### src/rtl/switch_debouncer.sv
// Multi-channel switch debouncer: two-flop synchroniser, per-channel stability counter,
// registered clean level plus single-cycle rise/fall strobes.
module switch_debouncer #(
  parameter int unsigned WIDTH           = 4,
  parameter int unsigned DEBOUNCE_CYCLES = 500000,
  parameter int unsigned CNT_W           = 19
) (
  input  logic             CLK50MHZ,
  input  logic             RST,
  input  logic [WIDTH-1:0] sw_in,
  output logic [WIDTH-1:0] sw_out,
  output logic [WIDTH-1:0] sw_rise,
  output logic [WIDTH-1:0] sw_fall
);

  localparam logic [CNT_W-1:0] CntMax = CNT_W'(DEBOUNCE_CYCLES - 1);

  logic [WIDTH-1:0] sync1_q, sync2_q;
  logic [WIDTH-1:0] stable_q, stable_d;
  logic [WIDTH-1:0] rise_q, rise_d;
  logic [WIDTH-1:0] fall_q, fall_d;
  logic [CNT_W-1:0] cnt_q [WIDTH];
  logic [CNT_W-1:0] cnt_d [WIDTH];

  // Any cycle where the synchronised input matches the stable level restarts the count.
  always_comb begin
    stable_d = stable_q;
    rise_d   = '0;
    fall_d   = '0;
    for (int i = 0; i < WIDTH; i++) begin
      cnt_d[i] = '0;
      if (sync2_q[i] != stable_q[i]) begin
        if (cnt_q[i] == CntMax) begin
          stable_d[i] = sync2_q[i];
          rise_d[i]   = sync2_q[i];
          fall_d[i]   = ~sync2_q[i];
        end else begin
          cnt_d[i] = cnt_q[i] + CNT_W'(1);
        end
      end
    end
  end

  always_ff @(posedge CLK50MHZ) begin
    if (RST) begin
      sync1_q  <= '0;
      sync2_q  <= '0;
      stable_q <= '0;
      rise_q   <= '0;
      fall_q   <= '0;
      for (int i = 0; i < WIDTH; i++) begin
        cnt_q[i] <= '0;
      end
    end else begin
      sync1_q  <= sw_in;
      sync2_q  <= sync1_q;
      stable_q <= stable_d;
      rise_q   <= rise_d;
      fall_q   <= fall_d;
      for (int i = 0; i < WIDTH; i++) begin
        cnt_q[i] <= cnt_d[i];
      end
    end
  end

  assign sw_out  = stable_q;
  assign sw_rise = rise_q;
  assign sw_fall = fall_q;

endmodule
### config.mk
export PLATFORM = sky130hd
export DESIGN_NAME = switch_debouncer
export DESIGN_NICKNAME = d
export VERILOG_FILES = /design/src/rtl/switch_debouncer.sv
export SDC_FILE = /design/constraint.sdc
export NUM_CORES = 1
export LEC_CHECK = 0
export CAP_MARGIN = 20
export CORE_ASPECT_RATIO = 0.7
export CORE_MARGIN = 8
export CORE_UTILIZATION = 45
export DETAILED_ROUTE_END_ITERATION = 6
export SETUP_SLACK_MARGIN = 0.5
export SLEW_MARGIN = 20
export SYNTH_ARGS = -nofsm -noshare
export SYNTH_HDL_FRONTEND = slang
export SYNTH_SLANG_ARGS = --single-unit
### constraint.sdc
create_clock -name CLK50MHZ -period 1.8 [get_ports CLK50MHZ]
set_input_delay 0.45 -clock CLK50MHZ [delete_from_list [all_inputs] [get_ports CLK50MHZ]]
set_output_delay 0.45 -clock CLK50MHZ [all_outputs]
set_load 0.02 [all_outputs]
# Yosys cells after proc, flatten, opt, wreduce, memory -nomap -nowiden
# Memory sizes are Yosys's and may differ from the RTL's.
# Index checks and enable logic that the tools add are counted.
classes:
  addsub: 4
  mul: 0
  div: 0
  order_cmp: 0
  eq_ne: 8
  shift: 0
  n_mux: 15
  bitwise_logic: 16
  reduce_logical: 8
ops:
  columns: ["operator", "n"]
  rows:
  - ["2-to-1 mux 19 bit", 12]
  - ["adder 19 x 1 -> 19 bit (second input constant)", 4]
  - ["equality test 19 bit (second input constant)", 4]
  - ["inverter 1 bit", 12]
  - ["OR reduction 3 bit", 4]
  - ["AND reduction 2 bit", 4]
  - ["inequality test 1 bit", 4]
  - ["bitwise OR 1 bit", 4]
  - ["2-to-1 mux 1 bit", 3]
totals:
  ff_bits: 20
  latchBits: 0
  ram_bits: 76
  mem_bits_ro: 0
  inputBits: 6
  out_inout_bits: 12
  word_cells: 66
  memories: 1
memory_table:
  columns: ["memory", "words", "width", "read_ports", "rd_ports_with_merged_regs", "wr", "line", "text"]
  rows:
  - ["cnt_q", 4, 19, 4, 0, 4, "22", "logic [CNT_W-1:0] cnt_q [WIDTH];"]

# Depth between registers and ports, before layout
depth:
  word_depth: 4
  mapped_depth: 7
  depth_no_buf: 5

# Worst setup path after synthesis
# No wires, ideal clock.
synth_timing:
  path_type: "register to register"
  startpoint: "memory cnt_q[2][12]"
  endpoint: "memory cnt_q[2][9]"
  setup_time_ns: 0.115
  t_arrival_ns: 1.842
  required_time_ns: 1.685
  setup_slack_ns: -0.157
  path_stages_with_launch: 7
  n_path_buf: 2
  period_less_slack_ns: 1.957
  cell_sequence: "dfxtp_1 -> or4_1 -> or4_1 -> clkbuf_2 -> o21bai_4 -> buf_6 -> nor2_1"
synth_lines:
  columns: ["item", "line"]
  rows:
  - ["start, declared", "22"]

==> results_dict.tcl <==
set metrics [dict create \
    crit_type "reg2reg" \
    ys_seq_area_frac 0.469 \
    yosysMostFrequentCell "dfxtp_1" \
    p_leak_nw 2.00 \
    async_flop_share 0 \
    place_ws_ns -0.164 \
    met3WireLength_microns 583 \
    fp.dieW_microns 130 \
    drc_errors 0 \
    final_antenna_net_count 0 \
    clk_latency_ns 0.34 \
    ctsRootBufferMaster "clkbuf_16" \
    worstHoldPathType "reg2reg" \
    synthTopCellsByArea "dfxtp_1 47%, xnor2_1 7.9%, nor2_1 7.0%" \
    first_iter_violations 231 \
    grt_pass1_wl_microns 16400 \
    drt_wl_total_microns 10700 \
    synthTopCellsByCount "96 x dfxtp_1, 76 x nor2_1, 37 x xnor2_1" \
    routed_via_density 5.36 \
    die_h_microns 95.9 \
    cts_buffers 9 \
    violations "setup timing" \
    gr-usage-all-layers 0.165 \
    maxSlewViolCount 0 \
    endpoint "sw_out[2]$_SDFFE_PP0P_" \
    synth_cell_type_count 38 \
    wire_per_inst_microns 15.4 \
    cts_sinks 96 \
    worst_pin_slew_ns 0.372 \
    min_period_ns 1.90 \
    finalHoldViolations 0 \
    grt_pass1_vias 3483 \
    cts.clk_slew.worst_paths_ns 0.06 \
    tns_ns -1.35 \
    ys_warn_count 0 \
    cp_max_fo 5 \
    synth_top_cell_by_area "dfxtp_1" \
    coreArea_sq_um 8960 \
    grt_max_degree 20 \
    cts_tree "yes" \
    grt_overflow 0 \
    end_kind "flip-flop" \
    layout-drive-gt1-share 0.440 \
    syn_to_final_growth_pct 52.7 \
    maxCapViolCount 0 \
    setup_ws_ns -0.0960 \
    top_layer "met4" \
    synth_seq_cells 96 \
    cp-startpoint "cnt_q[2][10]$_SDFF_PP0_" \
    critPathRequiredTime_ns 2.03 \
    synth-edff-count 0 \
    timing.fmax_mhz 527 \
    status "finished with violations" \
    syn_area_per_cell_sq_um 8.84 \
    critPathLaunchType "flip-flop" \
    syn_area_sq_um 4100 \
    worstReg2RegStart "cnt_q[2][10]$_SDFF_PP0_" \
    wl_met2_microns 5100 \
    fin_worst_skew_ns 0.00728 \
    ys.flop_type "dfxtp_1" \
    r2r_cells 5 \
    timing.hold.ws_ns 0.439 \
    vias 3722 \
    layout.nets 576 \
    io_buffers 17 \
    synth_top_cell_area_share 0.469 \
    power.density_nw_per_um2 643 \
    h-tree-depth 3 \
    hpwl_microns 5810 \
    pin_count 18 \
    fill_cells 652 \
    synth_cells 464 \
    cp.arrival_ns 2.12 \
    grt_antenna_before_repair 0 \
    syn-num-nets 474 \
    r2r_slack_ns -0.1 \
    post-route-period-util 1.05 \
    slew_headroom 0.749 \
    clock_path_buffers 2 \
    ir_drop_mv 0.460 \
    place.gp.congestion 0.783 \
    wl_met1_microns 4880 \
    rows 29 \
    initial_utilization 0.458 \
    setup_violations 18 \
    drt_first_pass_iters 5 \
    r2r-end "sw_out[2]$_SDFFE_PP0P_" \
    die_area_sq_um 12500 \
    grt_setup_unrepaired "yes" \
    utilization 0.699 \
    diodes 0 \
]
## per-layer routing
metal  track usage  vias up
met5             0        -
met4        0.0356        0
met3        0.0576       14
met2         0.278       85
met1         0.201     1777
li1              -     1846
## cell type report
cell class / count / area, sq um / area share
well taps: 124 / 155 / 0.0248
flip-flops and latches: 96 / 2030 / 0.323
clock buffers: 12 / 256 / 0.0410
inverters: 14 / 52.6 / 0.00839
multi-input cells: 340 / 2730 / 0.436
clock inverters: 3 / 17.5 / 0.00280
repair buffers: 105 / 1030 / 0.164
## state kept, by name (all words and copies together), names as in the netlist
register / flops
cnt_q: 76
sw_fall: 4
sw_out: 4
sw_rise: 4
sync1_q: 4
sync2_q: 4
## power breakdown
group / total [mW] / internal [mW] / switching, mW
logic: 0.125 / 0.0662 / 0.0590
registers: 2.11 / 2.10 / 0.00906
clock network: 1.79 / 1.00 / 0.789
total: 4.03 / 3.17 / 0.858
## how the worst min path moves through the flow
stage                                 from                      to  cells past startpoint
floorplan           cnt_q[0][0]$_SDFF_PP0_  cnt_q[0][0]$_SDFF_PP0_                      1
global placement     sync1_q[3]$_SDFF_PP0_   sync2_q[3]$_SDFF_PP0_                      1
detailed placement   sync1_q[2]$_SDFF_PP0_   sync2_q[2]$_SDFF_PP0_                      1
CTS                  sync1_q[2]$_SDFF_PP0_   sync2_q[2]$_SDFF_PP0_                      1
global route        cnt_q[0][0]$_SDFF_PP0_  cnt_q[0][0]$_SDFF_PP0_                      1
finish               sync1_q[0]$_SDFF_PP0_   sync2_q[0]$_SDFF_PP0_                      1
## worst max-delay path, cell delays in order, from the launching register on
cell and delay [ns]:
dfxtp_2 0.32, or4b_4 0.53, or4_4 0.58, buf_6 0.16, o21ai_2 0.12, o41ai_2 0.08
## metrics by stage
stage | instance area (sq um) | std cells | power (mW)
2_1_floorplan | 4270 | 464 | 2.22
3_3_place_gp | 4790 | 625 | 2.25
3_5_place_dp | 4790 | 625 | 2.25
4_1_cts | 5710 | 673 | 4.05
5_1_grt | 6260 | 694 | 4.16
6_report | 6260 | 694 | 4.03
## cell families (layout without fill, tap and decap cells)
group,count (synthesis),in the layout,synth area share
XOR/XNOR,56,56,0.120
buffers and inverters,28,134,0.0287
adder cells (fa/ha/maj),4,4,0.0122
flip-flops,96,96,0.469
AND/OR/NAND/NOR,237,237,0.305
multiplexers,2,2,0.00488
AO/OA/AOI/OAI,41,41,0.0610
## placed cells by master, fill, tap and decap left out, types with 7 or more instances in the layout
cell and instances:
buf_4 66, dfxtp_1 55, nor2_1 42, xnor2_1 37
nor2_4 31, nand3_1 27, dfxtp_4 21, nand4_1 20
dfxtp_2 20, xor2_1 19, nand2_1 19, buf_6 16
inv_1 14, a21oi_2 14, clkbuf_16 12, nor4_1 11
nor2b_1 9, nor3_1 9, buf_2 7
## what timing repair did
item,in CTS,in global routing
gates resized for setup,156,83
setup buffers,29,17
pin swaps,25,14
gates cloned,4,4
endpoints found under the setup margin,94,88
hold buffers,0,0
hold endpoints to repair,0,0
Note: power is estimated with default switching activity, not from simulation.
